## src/rtl/snake_game_ctrl_pkg.sv

```systemverilog
// Shared encodings and default dimensions for the Snake game sequencer.
package snake_game_ctrl_pkg;

    typedef enum logic [2:0] {
        ST_IDLE     = 3'b000,
        ST_RUNNING  = 3'b001,
        ST_FINISHED = 3'b010,
        ST_CLEANUP  = 3'b100
    } state_t;

    typedef enum logic [1:0] {
        DIR_UP    = 2'b00,
        DIR_DOWN  = 2'b01,
        DIR_LEFT  = 2'b10,
        DIR_RIGHT = 2'b11
    } dir_t;

    localparam int unsigned DEF_GRID_COLS       = 20;
    localparam int unsigned DEF_GRID_ROWS       = 15;
    localparam int unsigned DEF_FRAMES_PER_MOVE = 10;
    localparam int unsigned DEF_MAX_LEN         = 32;
    localparam logic [5:0]  START_LEN           = 6'd3;

    // A request for the opposite of the committed heading would fold the snake onto itself.
    function automatic dir_t dir_reverse(input dir_t d);
        case (d)
            DIR_UP:    return DIR_DOWN;
            DIR_DOWN:  return DIR_UP;
            DIR_LEFT:  return DIR_RIGHT;
            DIR_RIGHT: return DIR_LEFT;
            default:   return DIR_LEFT;
        endcase
    endfunction

endpackage

```

## src/rtl/snake_game_ctrl_if.sv

```systemverilog
// Boundary between the game sequencer and the VGA datapath / body checkers.
interface snake_game_ctrl_if;
    import snake_game_ctrl_pkg::*;

    logic       vsync;
    logic       start;
    logic       up;
    logic       down;
    logic       left;
    logic       right;
    logic       self_hit;
    logic       food_hit;

    state_t     state;
    logic       move_tick;
    logic [5:0] head_x;
    logic [5:0] head_y;
    dir_t       dir;
    logic [5:0] length;
    logic       grow;
    logic       clr_en;
    logic [5:0] clr_addr;

    modport master (
        input  vsync, start, up, down, left, right, self_hit, food_hit,
        output state, move_tick, head_x, head_y, dir, length, grow, clr_en, clr_addr
    );

    modport slave (
        output vsync, start, up, down, left, right, self_hit, food_hit,
        input  state, move_tick, head_x, head_y, dir, length, grow, clr_en, clr_addr
    );

endinterface

```

## src/rtl/snake_game_ctrl_frame_timer.sv

```systemverilog
// VSync falling-edge detector and frame counter; pulses step on the edge that completes a move period.
module snake_game_ctrl_frame_timer #(
    parameter int unsigned c_FRAMES_PER_MOVE = 10
) (
    input  logic clk,
    input  logic rst_n,
    input  logic vsync,
    input  logic enable,
    input  logic clear,
    output logic step
);

    localparam int unsigned    CW   = (c_FRAMES_PER_MOVE > 1) ? $clog2(c_FRAMES_PER_MOVE) : 1;
    localparam logic [CW-1:0]  LAST = CW'(c_FRAMES_PER_MOVE - 1);
    localparam logic [CW-1:0]  ONE  = CW'(1);

    logic          vsync_d_r;
    logic [CW-1:0] cnt_r;
    logic          fall_s;

    assign fall_s = vsync_d_r & ~vsync;
    assign step   = enable & fall_s & (cnt_r == LAST);

    // Edge history and frame count; the count wraps on the same edge that fires step.
    always_ff @(posedge clk or negedge rst_n) begin
        if (!rst_n) begin
            vsync_d_r <= 1'b0;
            cnt_r     <= '0;
        end else begin
            vsync_d_r <= vsync;
            if (clear) begin
                cnt_r <= '0;
            end else if (enable && fall_s) begin
                if (cnt_r == LAST) begin
                    cnt_r <= '0;
                end else begin
                    cnt_r <= cnt_r + ONE;
                end
            end else begin
                cnt_r <= cnt_r;
            end
        end
    end

endmodule

```

## src/rtl/snake_game_ctrl.sv

```systemverilog
// Snake game sequencer: main FSM, direction arbiter, head stepping with wall detect, body-RAM sweep.
module snake_game_ctrl
    import snake_game_ctrl_pkg::*;
#(
    parameter int unsigned c_GRID_COLS       = DEF_GRID_COLS,
    parameter int unsigned c_GRID_ROWS       = DEF_GRID_ROWS,
    parameter int unsigned c_FRAMES_PER_MOVE = DEF_FRAMES_PER_MOVE,
    parameter int unsigned c_MAX_LEN         = DEF_MAX_LEN
) (
    input  logic               i_Clk,
    input  logic               i_Rst_L,
    snake_game_ctrl_if.master  bus
);

    localparam logic [5:0] HOME_X    = 6'(c_GRID_COLS / 2);
    localparam logic [5:0] HOME_Y    = 6'(c_GRID_ROWS / 2);
    localparam logic [5:0] LAST_COL  = 6'(c_GRID_COLS - 1);
    localparam logic [5:0] LAST_ROW  = 6'(c_GRID_ROWS - 1);
    localparam logic [5:0] MAX_LEN   = 6'(c_MAX_LEN);
    localparam logic [5:0] LAST_ADDR = 6'(c_MAX_LEN - 1);

    state_t     state_r;
    logic [5:0] head_x_r;
    logic [5:0] head_y_r;
    dir_t       dir_r;
    dir_t       pending_r;
    logic [5:0] length_r;
    logic       move_tick_r;
    logic       check_r;
    logic       grow_r;
    logic       clr_en_r;
    logic [5:0] clr_addr_r;
    logic       start_d_r;

    logic       start_rise_s;
    logic       run_s;
    logic       clr_last_s;
    logic       step_s;
    logic       req_valid_s;
    dir_t       req_dir_s;
    logic       accept_s;
    logic       wall_s;
    logic [5:0] next_x_s;
    logic [5:0] next_y_s;

    assign start_rise_s = bus.start & ~start_d_r;
    assign run_s        = (state_r == ST_RUNNING);
    assign clr_last_s   = (state_r == ST_CLEANUP) && (clr_addr_r == LAST_ADDR);
    assign accept_s     = req_valid_s && (req_dir_s != dir_reverse(dir_r));

    snake_game_ctrl_frame_timer #(
        .c_FRAMES_PER_MOVE (c_FRAMES_PER_MOVE)
    ) u_frame_timer (
        .clk    (i_Clk),
        .rst_n  (i_Rst_L),
        .vsync  (bus.vsync),
        .enable (run_s),
        .clear  (clr_last_s),
        .step   (step_s)
    );

    // Fixed-priority button pick: Up > Down > Left > Right.
    always_comb begin
        req_valid_s = 1'b1;
        req_dir_s   = DIR_RIGHT;
        if (bus.up) begin
            req_dir_s = DIR_UP;
        end else if (bus.down) begin
            req_dir_s = DIR_DOWN;
        end else if (bus.left) begin
            req_dir_s = DIR_LEFT;
        end else if (bus.right) begin
            req_dir_s = DIR_RIGHT;
        end else begin
            req_valid_s = 1'b0;
        end
    end

    // Candidate head position for the pending heading, flagging a step off the playfield.
    always_comb begin
        next_x_s = head_x_r;
        next_y_s = head_y_r;
        wall_s   = 1'b0;
        case (pending_r)
            DIR_UP: begin
                if (head_y_r == 6'd0) wall_s = 1'b1;
                else                  next_y_s = head_y_r - 6'd1;
            end
            DIR_DOWN: begin
                if (head_y_r == LAST_ROW) wall_s = 1'b1;
                else                      next_y_s = head_y_r + 6'd1;
            end
            DIR_LEFT: begin
                if (head_x_r == 6'd0) wall_s = 1'b1;
                else                  next_x_s = head_x_r - 6'd1;
            end
            DIR_RIGHT: begin
                if (head_x_r == LAST_COL) wall_s = 1'b1;
                else                      next_x_s = head_x_r + 6'd1;
            end
            default: begin
                wall_s = 1'b1;
            end
        endcase
    end

    // Main game FSM with all game-visible state and pulses registered.
    always_ff @(posedge i_Clk or negedge i_Rst_L) begin
        if (!i_Rst_L) begin
            state_r     <= ST_IDLE;
            head_x_r    <= HOME_X;
            head_y_r    <= HOME_Y;
            dir_r       <= DIR_RIGHT;
            pending_r   <= DIR_RIGHT;
            length_r    <= START_LEN;
            move_tick_r <= 1'b0;
            check_r     <= 1'b0;
            grow_r      <= 1'b0;
            clr_en_r    <= 1'b0;
            clr_addr_r  <= 6'd0;
            start_d_r   <= 1'b0;
        end else begin
            start_d_r   <= bus.start;
            move_tick_r <= 1'b0;
            grow_r      <= 1'b0;
            // Checker results refer to the head registered one cycle before they arrive.
            check_r     <= move_tick_r;
            case (state_r)
                ST_IDLE: begin
                    if (start_rise_s) begin
                        state_r    <= ST_CLEANUP;
                        clr_en_r   <= 1'b1;
                        clr_addr_r <= 6'd0;
                    end else begin
                        state_r <= ST_IDLE;
                    end
                end
                ST_CLEANUP: begin
                    if (clr_addr_r == LAST_ADDR) begin
                        state_r    <= ST_RUNNING;
                        clr_en_r   <= 1'b0;
                        clr_addr_r <= 6'd0;
                        head_x_r   <= HOME_X;
                        head_y_r   <= HOME_Y;
                        dir_r      <= DIR_RIGHT;
                        pending_r  <= DIR_RIGHT;
                        length_r   <= START_LEN;
                    end else begin
                        clr_addr_r <= clr_addr_r + 6'd1;
                    end
                end
                ST_RUNNING: begin
                    if (accept_s) begin
                        pending_r <= req_dir_s;
                    end else begin
                        pending_r <= pending_r;
                    end
                    if (check_r && bus.self_hit) begin
                        state_r <= ST_FINISHED;
                    end else begin
                        if (check_r && bus.food_hit) begin
                            grow_r <= 1'b1;
                            if (length_r != MAX_LEN) begin
                                length_r <= length_r + 6'd1;
                            end else begin
                                length_r <= length_r;
                            end
                        end else begin
                            grow_r <= 1'b0;
                        end
                        if (step_s && wall_s) begin
                            state_r <= ST_FINISHED;
                        end else if (step_s) begin
                            head_x_r    <= next_x_s;
                            head_y_r    <= next_y_s;
                            dir_r       <= pending_r;
                            move_tick_r <= 1'b1;
                        end else begin
                            state_r <= ST_RUNNING;
                        end
                    end
                end
                ST_FINISHED: begin
                    if (start_rise_s) begin
                        state_r    <= ST_CLEANUP;
                        clr_en_r   <= 1'b1;
                        clr_addr_r <= 6'd0;
                    end else begin
                        state_r <= ST_FINISHED;
                    end
                end
                default: begin
                    state_r    <= ST_IDLE;
                    head_x_r   <= HOME_X;
                    head_y_r   <= HOME_Y;
                    dir_r      <= DIR_RIGHT;
                    pending_r  <= DIR_RIGHT;
                    length_r   <= START_LEN;
                    clr_en_r   <= 1'b0;
                    clr_addr_r <= 6'd0;
                end
            endcase
        end
    end

    assign bus.state     = state_r;
    assign bus.move_tick = move_tick_r;
    assign bus.head_x    = head_x_r;
    assign bus.head_y    = head_y_r;
    assign bus.dir       = dir_r;
    assign bus.length    = length_r;
    assign bus.grow      = grow_r;
    assign bus.clr_en    = clr_en_r;
    assign bus.clr_addr  = clr_addr_r;

endmodule

```

## src/flat_wrapper.sv

```systemverilog
// flat-port wrapper written by rule: the top's interface ports become plain ports
module snake_game_ctrl_flat import snake_game_ctrl_pkg::*;
#(
    parameter int unsigned c_GRID_COLS       = DEF_GRID_COLS,
    parameter int unsigned c_GRID_ROWS       = DEF_GRID_ROWS,
    parameter int unsigned c_FRAMES_PER_MOVE = DEF_FRAMES_PER_MOVE,
    parameter int unsigned c_MAX_LEN         = DEF_MAX_LEN
)
  (i_Clk, i_Rst_L, bus_vsync, bus_start, bus_up, bus_down, bus_left, bus_right, bus_self_hit, bus_food_hit, bus_state, bus_move_tick, bus_head_x, bus_head_y, bus_dir, bus_length, bus_grow, bus_clr_en, bus_clr_addr);
  snake_game_ctrl_if bus_i ();
  input  logic i_Clk;
  input  logic i_Rst_L;
  input wire logic [$bits(bus_i.vsync)-1:0] bus_vsync;
  input wire logic [$bits(bus_i.start)-1:0] bus_start;
  input wire logic [$bits(bus_i.up)-1:0] bus_up;
  input wire logic [$bits(bus_i.down)-1:0] bus_down;
  input wire logic [$bits(bus_i.left)-1:0] bus_left;
  input wire logic [$bits(bus_i.right)-1:0] bus_right;
  input wire logic [$bits(bus_i.self_hit)-1:0] bus_self_hit;
  input wire logic [$bits(bus_i.food_hit)-1:0] bus_food_hit;
  output wire logic [$bits(bus_i.state)-1:0] bus_state;
  output wire logic [$bits(bus_i.move_tick)-1:0] bus_move_tick;
  output wire logic [$bits(bus_i.head_x)-1:0] bus_head_x;
  output wire logic [$bits(bus_i.head_y)-1:0] bus_head_y;
  output wire logic [$bits(bus_i.dir)-1:0] bus_dir;
  output wire logic [$bits(bus_i.length)-1:0] bus_length;
  output wire logic [$bits(bus_i.grow)-1:0] bus_grow;
  output wire logic [$bits(bus_i.clr_en)-1:0] bus_clr_en;
  output wire logic [$bits(bus_i.clr_addr)-1:0] bus_clr_addr;
  assign bus_i.vsync = bus_vsync;
  assign bus_i.start = bus_start;
  assign bus_i.up = bus_up;
  assign bus_i.down = bus_down;
  assign bus_i.left = bus_left;
  assign bus_i.right = bus_right;
  assign bus_i.self_hit = bus_self_hit;
  assign bus_i.food_hit = bus_food_hit;
  assign bus_state = bus_i.state;
  assign bus_move_tick = bus_i.move_tick;
  assign bus_head_x = bus_i.head_x;
  assign bus_head_y = bus_i.head_y;
  assign bus_dir = bus_i.dir;
  assign bus_length = bus_i.length;
  assign bus_grow = bus_i.grow;
  assign bus_clr_en = bus_i.clr_en;
  assign bus_clr_addr = bus_i.clr_addr;
  snake_game_ctrl #(.c_GRID_COLS(c_GRID_COLS), .c_GRID_ROWS(c_GRID_ROWS), .c_FRAMES_PER_MOVE(c_FRAMES_PER_MOVE), .c_MAX_LEN(c_MAX_LEN)) u_core (.i_Clk(i_Clk), .i_Rst_L(i_Rst_L), .bus(bus_i));
endmodule
```

## config.mk

```make
export PLATFORM = sky130hd
export DESIGN_NAME = snake_game_ctrl_flat
export DESIGN_NICKNAME = d
export VERILOG_FILES = /design/src/rtl/snake_game_ctrl_pkg.sv /design/src/rtl/snake_game_ctrl_if.sv /design/src/rtl/snake_game_ctrl_frame_timer.sv /design/src/rtl/snake_game_ctrl.sv /design/src/flat_wrapper.sv
export SDC_FILE = /design/constraint.sdc
export NUM_CORES = 1
export LEC_CHECK = 0
export ABC_AREA = 1
export BUFFER_PORTS_ARGS = -buffer_cell sky130_fd_sc_hd__buf_2
export CORE_ASPECT_RATIO = 1.1
export CORE_UTILIZATION = 50
export DETAILED_ROUTE_END_ITERATION = 8
export GPL_TIMING_DRIVEN = 0
export PLACE_DENSITY_LB_ADDON = 0.08
export SYNTH_ARGS = -nofsm -noshare
export SYNTH_HDL_FRONTEND = slang
export SYNTH_SLANG_ARGS = --single-unit
```

## constraint.sdc

```tcl
create_clock -name i_Clk -period 1.9 [get_ports i_Clk]
set_input_delay 0.285 -clock i_Clk [delete_from_list [all_inputs] [get_ports i_Clk]]
set_output_delay 0.285 -clock i_Clk [all_outputs]
set_load 0.01 [all_outputs]
```

# == Yosys cells after proc, flatten, opt, wreduce, memory -nomap -nowiden ==
# Cells that the tools add are included.
# word_totals
word_cells,144
regBits,41
out_inout_bits,32
in_bits,10
# classes
n_reduce_logical,21
bitwise_logic,8
eq_ne,30
n_mux,64
add_sub_neg,7
# ops
operator,count
$mux W6,18
$pmux W6 S3,4
$add A6 B1 Y6 const B,4
$pmux W6 S2,2
$mux W1,18
$mux W3,6
$reduce_and A8 Y1,2
$mux W2,7
$eq A6 B5 Y1 const B,2
$logic_not A6 Y1,2
$mux W4,3
$ne A3 B3 Y1 const B,4
$pmux W2 S3,2
$pmux W3 S4,1
$sub A6 B1 Y6 const B,2
$ne A2 B1 Y1 const B,5
$reduce_and A5 Y1,2
$eq A2 B2 Y1 const B,4
$pmux W2 S4,1
$eq A6 B4 Y1 const B,1
$logic_and A1 B1 Y1,6
$ne A2 B2 Y1 const B,3
$ne A3 B1 Y1 const B,2
$ne A6 B6 Y1 const B,1
18 further kinds,28

# == Longest topological paths before layout ==
# logic_depth
word_depth,8
mapped_depth,11
ltp_nobuf,11

# == Hierarchy ==
# Synthesis repeated with hierarchy kept, for this count alone.
# unflattened
cells_unflattened,345
hier_area_um2,2647.5
# modules_own_cells
mod,cells_per_inst,n_inst,area_per_inst_um2,seq_area_each_um2
snake_game_ctrl,311,1,2359.8,914.6
snake_game_ctrl_frame_timer,34,1,287.8,125.1

# == Worst setup path after synthesis ==
# OpenSTA, ideal clock, no wires.
# synth_timing
path_kind,register -> register
start,register u_core.pending_r[0]
end,"register u_core.head_x_r[5], in the netlist u_core.bus.head_x[5]"
arrival_ns,1.875
path_stages_with_launch,8
slack_ns,-0.058
required_time_ns,1.817
setup_ns,0.083
n_path_buf,0
period_less_slack_ns,1.958
cell_sequence,dfstp_2 nand2_1 ha_1 a21oi_1 o21a_1 a21oi_1 or2_2 o21ai_0
# synth_via
elab_chain_cells,6
word_cells_on_any_way,16
# synth_rtl
element,line,text
start: declaration,snake_game_ctrl.sv:26,dir_t pending_r;
start signal: assignment,snake_game_ctrl.sv:154,pending_r <= req_dir_s;
start signal: assignment,snake_game_ctrl.sv:156,pending_r <= pending_r;
$eq A2 B2 Y1,snake_game_ctrl.sv:84,case (pending_r)
$pmux W6 S2,snake_game_ctrl.sv:84,
$mux W6,snake_game_ctrl.sv:173,end else if (step_s) begin
$mux W6,snake_game_ctrl.sv:171,if (step_s && wall_s) begin
$mux W6,snake_game_ctrl.sv:158,if (check_r && bus.self_hit) begin
$pmux W6 S3,snake_game_ctrl.sv:128,case (state_r)
end signal: assignment,snake_game_ctrl.sv:174,head_x_r <= next_x_s;
end: declaration,snake_game_ctrl.sv:23,logic [5:0] head_x_r;
# Several ways; a longest one is shown, not always the timed one. The select of a mux whose other input is x is not followed.
# A chain may end at the register's enable or synchronous reset.

# == Worst setup path after layout ==
# layout_timing
start,register u_core.pending_r[0]
end,"register u_core.head_y_r[4], in the netlist u_core.bus.head_y[4]"
# layout_via
elab_chain_cells,6
word_cells_on_any_way,16
# layout_rtl
element,line,text
$eq A2 B1 Y1 or $logic_not A2 Y1 (tied branches),snake_game_ctrl.sv:84,
$pmux W6 S2,snake_game_ctrl.sv:84,
$mux W6,snake_game_ctrl.sv:173,
$mux W6,snake_game_ctrl.sv:171,
$mux W6,snake_game_ctrl.sv:158,
$pmux W6 S3,snake_game_ctrl.sv:128,
end signal: assignment,snake_game_ctrl.sv:175,head_y_r <= next_y_s;
end: declaration,snake_game_ctrl.sv:24,logic [5:0] head_y_r;
# Several ways; a longest one is shown, not always the timed one. The select of a mux whose other input is x is not followed.

==> impl_metrics.toml <==
[outcome]
outcome = "finished with violations"
violations = "setup timing"

[clock_tree]
clock_sinks = 41
htreeDepth = 2
path_clk_slew_ns = 0.08
cts_made_buffers = 5
insertion_delay_ns = 0.30
hold_buffers = 0
root_buffer = "clkbuf_8"
clk_path_buf_depth = 2
cts_tree = "done"

[pwr]
peakVddDrop_mv = 0.959
p_per_area_nw_per_um2 = 1760
leakagePower_nw = 1.53
finalPower_mw = 5.59

[route]
routed_wl_um = 5490
antenna_left = 0
drc = 0
first_pass_iters = 4
num_vias = 2240
avgViaCountPerCell = 5.22
wire_per_inst_um = 12.8
initialDrtViolationCount = 83

[grt]
grt_pass1_wl_um = 8960
grt.busiest_layer = "met2"
grt_pass1_vias = 2040
grt_max_degree = 42
grt-ovfl-total = 0
use_met3 = 0.0370
gr-usage-met2 = 0.353
antenna_found_initial = 0
grt_usage = 0.209
met1_usage = 0.275

[setup_path]
critPathSlowestCell = "dfstp_2"
rr_startpoint = "u_core.pending_r[0]"
critical_path.max_stage_delay_ns = 0.61
worst-path-buf-inv = 1
critPathRequiredTime_ns = 2.10
reg2reg_depth = 9
crit_fanout = 7
end_kind = "flop"
cp-start-kind = "flop"
r2r_setup_slack_ns = -0.02
cp_top_family = "flip-flops"
crit_type = "flop to flop"
crit_chain = "nand2_4 -> fa_2 -> nand2_2 -> inv_2 -> o21ai_1 -> nand2_1 -> or2_4 -> nand3_2 -> o21ai_2"
arrival_ns = 2.11
crit-reg2reg-capture = "u_core.bus.head_y[4]"

[placed_design]
placed_cells = 414
pre_cts_ws_ns = -0.227
port_buffers = 41
place.gp.congestion = 0.829
placed_cell_area_um2 = 2790
dp_hpwl_um = 3820

[timing]
worst_slack_ns = -0.0161
finalMaxSlewViolations = 0
fin_crit_ns = 1.92
clock_skew_ns = 0.00477
tightest_slew_ns = 0.913
final-hold-violation-count = 0
min_period_over_period = 1.01
rsz0062_at_grt = "yes"
fmax_mhz = 522
slew-limit-headroom = 0.391
setup-violations-final = 1

[die]
pin_count = 42
die_width_um = 69.6
die_h_um = 76.4
initial_core_util = 0.529
core_um2 = 4750
die_area_um2 = 5320
num_rows = 26

[layout]
drive_above_1_share = 0.330
fin_area_um2 = 3170
final_util = 0.668
final_nets = 395
antenna_cells = 0
fin_cells = 429
syn_to_final_growth_pct = 26.2

[synthesis]
ys_warn_count = 0
ys_seq_area_frac = 0.414
netlist-cell-type-count = 34
ys_seq_elements = 41
synthTopCellsByCount = "71 x nand2_1, 40 x nor2_1, 34 x inv_1"
avgSynthCellArea_um2 = 7.93
async_reset_ff_frac = 1.00
yosys_most_used_dff = "dfrtp_1"
netlist_top_cells_area = "dfrtp_1 30%, dfstp_2 11%, nand2_1 11%, nor2_1 6.0%, ha_1 5.5%"
yosysTopAreaCellShare = 0.299
syn_inst = 317
synth_edf_count = 0
syn_area_um2 = 2510
post-synth-top-count-cell = "nand2_1"
syn-num-nets = 340
yosys.area.top_type = "dfrtp_1"

[worst_hold_path]
hold_path_end = "u_core.u_frame_timer.vsync_d_r"
hold_class = "input pin to flop"
min_from = "bus_vsync"
min_path_cells = 1

[job]
maxCapViolCount = 0
-- flip-flops by register name, indices dropped and copies added (netlist names) --
signal	count
u_core.bus.state	3
u_core.bus.clr_addr	6
u_core.bus.length	6
u_core.bus.clr_en	1
u_core.check_r	1
u_core.bus.head_x	6
u_core.bus.grow	1
u_core.u_frame_timer.cnt_r	4
u_core.u_frame_timer.vsync_d_r	1
u_core.bus.move_tick	1
u_core.pending_r	2
u_core.bus.head_y	6
u_core.bus.dir	2
u_core.start_d_r	1
-- per-layer routing --
layer  vias up  wire (µm)
met5         -          0
met3         5        166
met2        42       2760
met4         0         65
li1       1156          -
met1      1037       2500
-- cells in the final DEF, fill, tap and decap left out, types with 5 or more instances in the layout --
cell      count
o21ai_2      12
a21oi_1       8
clkbuf_8      5
o21ai_1       6
ha_4          7
buf_2        42
nor2_1       39
inv_1        32
nand3_1      19
dfstp_2      11
dfrtp_1      30
buf_4         8
o21ai_0      16
nand2_1      65
nand4_1       7
-- final cells by class --
class / instances / area (µm²)
buffer: 5 / 38.8
clock buffer: 5 / 68.8
clock inverter: 3 / 46.3
fill: 398 / 1580
inverter: 36 / 135
multi-input combinational: 235 / 1520
sequential: 41 / 1040
tap: 56 / 70.1
timing repair buffer: 48 / 258
-- metrics by stage --
| step | setup TNS, ns | hold WS (ns) |
|---|---|---|
| after floorplan | -0.0732 | -0.0106 |
| after global placement | -0.652 | 0.364 |
| after detailed placement | -0.823 | 0.371 |
| after CTS | -0.00967 | 0.0946 |
| after global routing | -0.243 | 0.0993 |
| final | -0.0161 | 0.100 |
-- how the worst max path moves through the flow --
stage,startpoint,cells after the start,end
after floorplan,u_core.pending_r[0],9,u_core.bus.head_y[4]
after global placement,u_core.pending_r[0],9,u_core.bus.head_x[4]
after detailed placement,u_core.pending_r[0],9,u_core.bus.head_x[4]
after CTS,u_core.pending_r[0],9,u_core.bus.head_x[4]
after global routing,u_core.pending_r[0],9,u_core.bus.head_y[4]
final,u_core.pending_r[0],9,u_core.bus.head_y[4]
-- power breakdown --
part	total (mW)	internal (mW)	switching [mW]
combinational	3.30	1.45	1.85
clock	0.717	0.393	0.324
sequential	1.57	1.23	0.340
total	5.59	3.07	2.52
-- kinds of logic after synthesis --
logic type | share of synthesized area
AOI/OAI and AO/OA | 0.131
DFF | 0.414
adders and majority gates | 0.0707
xor gates and xnor gates | 0.0244
buffers and inverters | 0.0692
and+or+nand+nor | 0.291
-- repair_timing --
action	in CTS	in global routing
resized for setup	17	27
endpoints found under the setup margin	11	19
pin swaps	4	18
setup buffers	4	3
No activity file was read; power rests on OpenSTA's default activity.
